`src/rtl/stage3_hazard_controller.sv`:
```
// Stall / bubble / flush / forward-select sequencing between E and M of a
// 3-stage pipeline, with a free-running stall-cycle counter.
module stage3_hazard_controller #(
  parameter int CNT_W = 32
) (
  input  logic             CLK,
  input  logic             RST,
  input  logic             valid_e,
  input  logic [4:0]       rs1_e,
  input  logic [4:0]       rs2_e,
  input  logic             rs1_used_e,
  input  logic             rs2_used_e,
  input  logic             mdu_start_e,
  input  logic             mdu_done,
  input  logic             flush_req,
  input  logic             valid_m,
  input  logic [4:0]       rd_m,
  input  logic             reg_write_m,
  input  logic             load_m,
  input  logic             mem_op_m,
  input  logic             dmem_done,
  input  logic             imem_busy,
  output logic             stall_fe,
  output logic             stall_m,
  output logic             bubble_m,
  output logic             flush_fe,
  output logic             fwd_rs1,
  output logic             fwd_rs2,
  output logic [CNT_W-1:0] stall_cycles,
  output logic [1:0]       state
);

  typedef enum logic [1:0] {
    ST_RUN      = 2'd0,
    ST_MEM_WAIT = 2'd1,
    ST_MDU_WAIT = 2'd2,
    ST_FLUSH    = 2'd3
  } state_t;

  state_t           state_q, state_d;
  logic [CNT_W-1:0] stall_cnt_q, stall_cnt_d;

  logic [1:0][4:0] rs_e;
  logic [1:0]      rs_used;
  logic [1:0]      hit;
  logic [1:0]      fwd_raw;
  logic            memstall;
  logic            loaduse;

  assign rs_e    = {rs2_e, rs1_e};
  assign rs_used = {rs2_used_e, rs1_used_e};

  // x0 is hard-wired zero, so a write to it is never a real producer.
  genvar gi;
  generate
    for (gi = 0; gi < 2; gi++) begin : g_hit
      assign hit[gi] = valid_m & reg_write_m & (rd_m != 5'd0) & valid_e &
                       rs_used[gi] & (rs_e[gi] == rd_m);
      assign fwd_raw[gi] = hit[gi] & (~load_m | dmem_done);
    end
  endgenerate

  assign memstall = valid_m & mem_op_m & ~dmem_done;
  assign loaduse  = (|hit) & load_m & ~dmem_done;

  logic stall_fe_c, stall_m_c, bubble_m_c, flush_fe_c;

  always_comb begin
    state_d    = state_q;
    stall_fe_c = 1'b0;
    stall_m_c  = 1'b0;
    bubble_m_c = 1'b0;
    flush_fe_c = 1'b0;
    case (state_q)
      ST_RUN: begin
        if (memstall) begin
          stall_fe_c = 1'b1;
          stall_m_c  = 1'b1;
          state_d    = ST_MEM_WAIT;
        end else if (mdu_start_e && valid_e) begin
          stall_fe_c = 1'b1;
          bubble_m_c = 1'b1;
          state_d    = ST_MDU_WAIT;
        end else if (loaduse) begin
          stall_fe_c = 1'b1;
          bubble_m_c = 1'b1;
        end else if (flush_req && valid_e) begin
          flush_fe_c = 1'b1;
          state_d    = imem_busy ? ST_FLUSH : ST_RUN;
        end
      end
      ST_MEM_WAIT: begin
        if (dmem_done) begin
          state_d = ST_RUN;
        end else begin
          stall_fe_c = 1'b1;
          stall_m_c  = 1'b1;
        end
      end
      ST_MDU_WAIT: begin
        // The MDU result still needs the empty M slot on the completion cycle.
        bubble_m_c = 1'b1;
        if (mdu_done) begin
          state_d = ST_RUN;
        end else begin
          stall_fe_c = 1'b1;
        end
      end
      ST_FLUSH: begin
        // Keep killing F until the stale fetch has drained.
        flush_fe_c = 1'b1;
        if (!imem_busy) begin
          state_d = ST_RUN;
        end
      end
      default: state_d = ST_RUN;
    endcase
  end

  assign stall_cnt_d = stall_fe_c ? stall_cnt_q + CNT_W'(1) : stall_cnt_q;

  always_ff @(posedge CLK) begin
    if (RST) begin
      state_q     <= ST_RUN;
      stall_cnt_q <= '0;
    end else begin
      state_q     <= state_d;
      stall_cnt_q <= stall_cnt_d;
    end
  end

  assign stall_fe     = stall_fe_c & ~RST;
  assign stall_m      = stall_m_c  & ~RST;
  assign bubble_m     = bubble_m_c & ~RST;
  assign flush_fe     = flush_fe_c & ~RST;
  assign fwd_rs1      = fwd_raw[0] & ~RST;
  assign fwd_rs2      = fwd_raw[1] & ~RST;
  assign stall_cycles = stall_cnt_q;
  assign state        = state_q;

endmodule

```
`config.mk`:
```
export PLATFORM = sky130hd
export DESIGN_NAME = stage3_hazard_controller
export DESIGN_NICKNAME = d
export VERILOG_FILES = /design/src/rtl/stage3_hazard_controller.sv
export SDC_FILE = /design/constraint.sdc
export NUM_CORES = 1
export LEC_CHECK = 0
export CORE_MARGIN = 2
export CORE_UTILIZATION = 48
export CTS_CLUSTER_DIAMETER = 50
export DETAILED_ROUTE_END_ITERATION = 6
export GPL_TIMING_DRIVEN = 1
export PLACE_DENSITY_LB_ADDON = 0.15
export SYNTH_ARGS = -nofsm -noshare
export SYNTH_HDL_FRONTEND = slang
export SYNTH_SLANG_ARGS = --single-unit
```
`constraint.sdc`:
```
create_clock -name CLK -period 2.4 [get_ports CLK]
set_clock_uncertainty 0.05 [all_clocks]
set_input_delay 0.36 -clock CLK [delete_from_list [all_inputs] [get_ports CLK]]
set_output_delay 0.36 -clock CLK [all_outputs]
set_load 0.005 [all_outputs]
```
# Word-level counts from Yosys, hierarchy flattened
# Index checks and enable logic that the tools add are counted.
dict set report totals {
  reg_bits 34
}
dict set report classes {
  add_sub_neg 1
  reduce_logical 6
  n_bitwise 23
  eq_ne 10
  n_mux 24
}
# operator n
set op_table {}
lappend op_table {{adder 32 x 1 -> 32 bit, second input constant} 1}
lappend op_table {{bitwise AND 1 bit} 19}
lappend op_table {{2-to-1 mux 2 bit} 8}
lappend op_table {{2-to-1 mux 1 bit} 11}
lappend op_table {{== test 5 bit} 2}
lappend op_table {{inequality test 4 bit, second input constant} 2}
lappend op_table {{case mux 2 bit (4 select lines)} 1}
lappend op_table {{inequality test 2 bit, second input constant} 3}
lappend op_table {{case mux 1 bit (2 select lines)} 3}
lappend op_table {{AND reduction 5 bit} 1}
lappend op_table {{nonzero test 5 bit} 1}
lappend op_table {{== test 2 bit, second input constant} 2}
lappend op_table {{NOT 1 bit} 3}
lappend op_table {{case mux 1 bit (3 select lines)} 1}
lappend op_table {{== test 2 x 1 -> 1 bit, second input constant} 1}
lappend op_table {{logical AND 1 bit} 2}
lappend op_table {{zero test 2 bit} 1}
lappend op_table {{OR reduction 2 bit} 1}
lappend op_table {{bitwise OR 1 bit} 1}

# Longest topological paths before layout
dict set report depth {
  ltp_word 13
  depth_mapped 9
}

# Worst setup path after synthesis
# OpenSTA, ideal clock, no wires.
dict set report synth_timing {
  kind {register -> register}
  startpoint {register state_q[0] (netlist: state[0])}
  endpoint {register stall_cnt_q[28] (netlist: stall_cycles[28])}
  path_stages_with_launch 10
  arrival_time_ns 2.008
  synth_period_minus_slack_ns 2.182
  setup_slack_ns 0.218
  cell_sequence {dfxtp_1 > inv_1 > ha_1 > nor2b_1 > o31a_1 > and3_1 > nand2_1 > clkbuf_8 > a21oi_1 > mux2_1}
}
dict set report synth_via {
  elab_chain_len 2
  word_cells_on_any_way 4
  cone_classes {2 x eq/ne; 1 x mux; 1 x reduce/logical}
}
# element line_no
set synth_lines {}
lappend synth_lines {{start: declaration} 40} ;# state_t state_q, state_d;
lappend synth_lines {{start signal: assignment} 127} ;# state_q <= state_d;
lappend synth_lines {{== test 2 bit (tied with other cells)} 74} ;# case (state_q)
lappend synth_lines {{case mux 1 bit (3 select lines) (*)} 74}
lappend synth_lines {{end signal: assignment} 128} ;# stall_cnt_q <= stall_cnt_d;
lappend synth_lines {{end: declaration} 41} ;# logic [CNT_W-1:0] stall_cnt_q, stall_cnt_d;
# Every way passes the cells marked *; elsewhere a longest branch is shown, timed or not.
# A chain may end at the register's enable or synchronous reset.

# Final worst setup path
dict set report layout_timing {
  startpoint {input port rd_m[2]}
  endpoint {output port bubble_m}
}
dict set report layout_via {
  elab_chain_len 13
  word_cells_on_any_way 17
  cone_classes {2 x eq/ne; 4 x mux; 9 x bitwise; 2 x reduce/logical}
}
# element line_no
set layout_lines {}
lappend layout_lines {{start: declaration} 17} ;# input logic [4:0] rd_m,
lappend layout_lines {{nonzero test 5 bit} 57} ;# assign hit[gi] = valid_m & reg_write_m & (rd_m != 5'd0) & valid_e &
lappend layout_lines {{bitwise AND 1 bit (3 in a row)} 57}
lappend layout_lines {{bitwise AND 1 bit} 58} ;# rs_used[gi] & (rs_e[gi] == rd_m);
lappend layout_lines {{OR reduction 2 bit (*)} 64} ;# assign loaduse = (|hit) & load_m & ~dmem_done;
lappend layout_lines {{bitwise AND 1 bit (*) (2 in a row)} 64}
lappend layout_lines {{2-to-1 mux 1 bit (*)} 84} ;# end else if (loaduse) begin
lappend layout_lines {{2-to-1 mux 1 bit (*)} 80} ;# end else if (mdu_start_e && valid_e) begin
lappend layout_lines {{2-to-1 mux 1 bit (*)} 76} ;# if (memstall) begin
lappend layout_lines {{case mux 1 bit (2 select lines) (*)} 74}
lappend layout_lines {{bitwise AND 1 bit (*)} 134} ;# assign bubble_m = bubble_m_c & ~RST;
lappend layout_lines {{end: declaration} 25} ;# output logic bubble_m,
# Marked as above.

==> metrics.yaml <==
synthCells: 295
n_antenna_cell: 0
yosysTopAreaCell: "dfxtp_1"
synth_compound_area_share_pct: 15.8
grt_pass1_wl_mm: 10.7
synth.distinct_cells: 45
nets: 428
timing.setup.tns_ns: 0
cp_cell_sequence: "clkdlybuf4s15_2 > or4_4 > o21ai_2 > nand3b_1 > a21oi_2 > buf_4 > o221ai_2 > a21oi_1 > buf_2"
synthAdderAreaFrac_pct: 3.07
yosysMostFrequentCell: "dfxtp_1"
ant_nets: 0
syn2layout_area_growth_pct: 44.5
power.density_nw_per_um2: 420
synth_top_family_by_area: "simple AND/OR/NAND/NOR gates"
cts_max_level: 2
synth-simple-area-share_pct: 30.2
slew_headroom_pct: 61.7
syn_area_per_cell_um2: 8.28
crit_slowest_cell: "or4_4"
tightest_slew_ns: 0.575
grt_pass1_vias: 2430
vdd_ir_drop_max_v: 0.000280
fin_crit_sh_pct: 99.0
crit_type: "input pin to output port"
num_vias: 2498
cts_tree: "done"
worstPathRequired_ns: 1.99
period_needed_ns: 2.38
io_pins: 69
worstHoldPathType: "input pin to flop"
dr.pass1.iters: 4
totalWireLength_mm: 6.40
die_w_um: 75.4
synth_ff_type: "dfxtp_1"
synth-edff-count: 0
clock-sinks: 34
die_h_um: 75.4
detail_route.vias_per_cell: 5.42
hold_viol: 0
grt_max_degree: 62
synth_nets: 330
grtUsageTotal_pct: 24.1
gp_congestion: 0.849
ys_ff_latch: 34
drive_gt1_share_pct: 25.6
outcome: "completed"
end_kind: "output port"
path_clk_slew_ns: 0.06
p_leak_nw: 1.44
wl_per_cell_um: 13.9
drt_iter0_drc: 156
synth_common_cells: "dfxtp_1 (34), nor2_1 (33), nor2b_1 (31)"
synthXorXnorAreaFrac_pct: 3.58
place_hpwl_mm: 4.71
slowest_delay_ns: 0.52
async_flop_share_pct: 0
n_fill_cell: 420
fmax_mhz: 421
clk_path_buf_depth: 2
dp_cells: 446
cts_root_buf: "clkbuf_8"
synth_mux_area_share_pct: 14.4
yosys_warnings: 0
cts-buffers-inserted: 5
crit_path_max_fanout: 3
antenna_found_initial: 0
hold_buffers: 0
synth.top_cell.area_share_pct: 27.9
synth-seq-area-share_pct: 27.9
core_area_um2: 4820
syn_area_um2: 2440
grt-ovfl-total: 0
rsz0062_at_grt: "true"
route.detailed.drc: 0
cp.arrival_ns: 1.97
final_cells: 461
rows: 25
start_util_pct: 50.7
clock_latency_ns: 0.29
fp.dieArea_um2: 5680
crit_path_start_kind: "input pin"
synth.top_cells.by_area: "dfxtp_1 (28%), nor2b_1 (7.9%), mux2_2 (7.8%), a21oi_1 (5.9%), nor2_1 (5.1%)"
slew_violations: 0
port-buffer-count: 68
setup-violations-final: 0
drv_cap: 0
## kinds of logic after synthesis
family                     count (synthesis)
buffers and inverters                     21
DFF                                       34
and+or+nand+nor                          137
adders and majority gates                  6
xor gates and xnor gates                  10
muxes                                     29
AOI/OAI and AO/OA                         58
## cells in the final DEF (no fill, tap or decap), drive strengths merged, types with 5 or more instances in the layout
cell           count
nor2              33
nand4             10
and2               5
nor2b             31
and3              14
o21ai              7
a21oi             36
dfxtp             34
xor2               8
clkdlybuf4s15      5
inv                5
nand3             15
nand2             14
clkdlybuf4s50     49
mux2              29
ha                 6
clkbuf            10
buf               43
dlygate4sd2        6
## timing repair
item,4_1_cts,5_1_grt
setup endpoints to repair,17,20
resized for setup,38,15
pin swaps,11,15
setup buffers,6,2
## where the power goes
group          total (W)  internal [W]  switching [W]
Sequential      0.000592      0.000577      0.0000150
Combinational   0.000369      0.000186       0.000183
Clock           0.000522      0.000311       0.000211
## stage by stage
| stage | hold slack [ns] | worst slack [ns] | cell area [um2] | util [%] | power [W] |
|---|---|---|---|---|---|
| floorplan | 0.460 | 0.218 | 2440 | - | 0.000776 |
| detailed placement | 0.483 | -0.600 | 3350 | 69.6 | 0.000954 |
| CTS | 0.309 | 0.0113 | 3520 | 73.0 | 0.00147 |
| global placement | 0.450 | -0.554 | 3350 | 69.6 | 0.000946 |
| global route | 0.316 | -0.0387 | 3530 | 73.3 | 0.00155 |
| finish | 0.303 | 0.0232 | 3530 | 73.3 | 0.00148 |
## worst paths after layout
kind	start	endpoint	slack, ns	depth (start not counted)
min reg2reg	state[0]$_SDFFE_PP0P_	state[0]$_SDFFE_PP0P_	0.46	2
max	rd_m[2]	bubble_m	0.02	9
max reg2reg	state[1]$_SDFFE_PP0P_	stall_cycles[30]$_SDFFE_PP0P_	0.16	9
min	RST	state[0]$_SDFFE_PP0P_	0.30	2
## final cells by class
cell class / count / area (um2) / share of cell area (%)
Clock buffer: 7 / 76.3 / 2.16
Clock inverter: 1 / 30.0 / 0.850
Timing Repair Buffer: 107 / 948 / 26.9
Multi-Input combinational cell: 240 / 1690 / 47.9
Tap cell: 67 / 83.8 / 2.37
Sequential cell: 34 / 682 / 19.3
Inverter: 5 / 18.8 / 0.531
## sequential cells by signal, indices dropped and copies added (netlist names)
name / flops
stall_cycles: 32
state: 2
## per-layer routing
| metal | up-vias | GRT usage [%] | routed length, um |
|---|---|---|---|
| met2 | 65 | 41.2 | 3130 |
| met1 | 1181 | 30.3 | 2880 |
| met4 | 0 | 7.99 | 100 |
| met5 | - | 0 | 0 |
| met3 | 10 | 5.16 | 282 |
| li1 | 1242 | - | - |
## critical path, delay by kind of cell
kind                   cells  cell delay, ns
AO/OA/AOI/OAI              4            0.45
buffers and inverters      3            0.48
AND/OR/NAND/NOR            2            0.68
No activity file was read; power rests on OpenSTA's default activity.
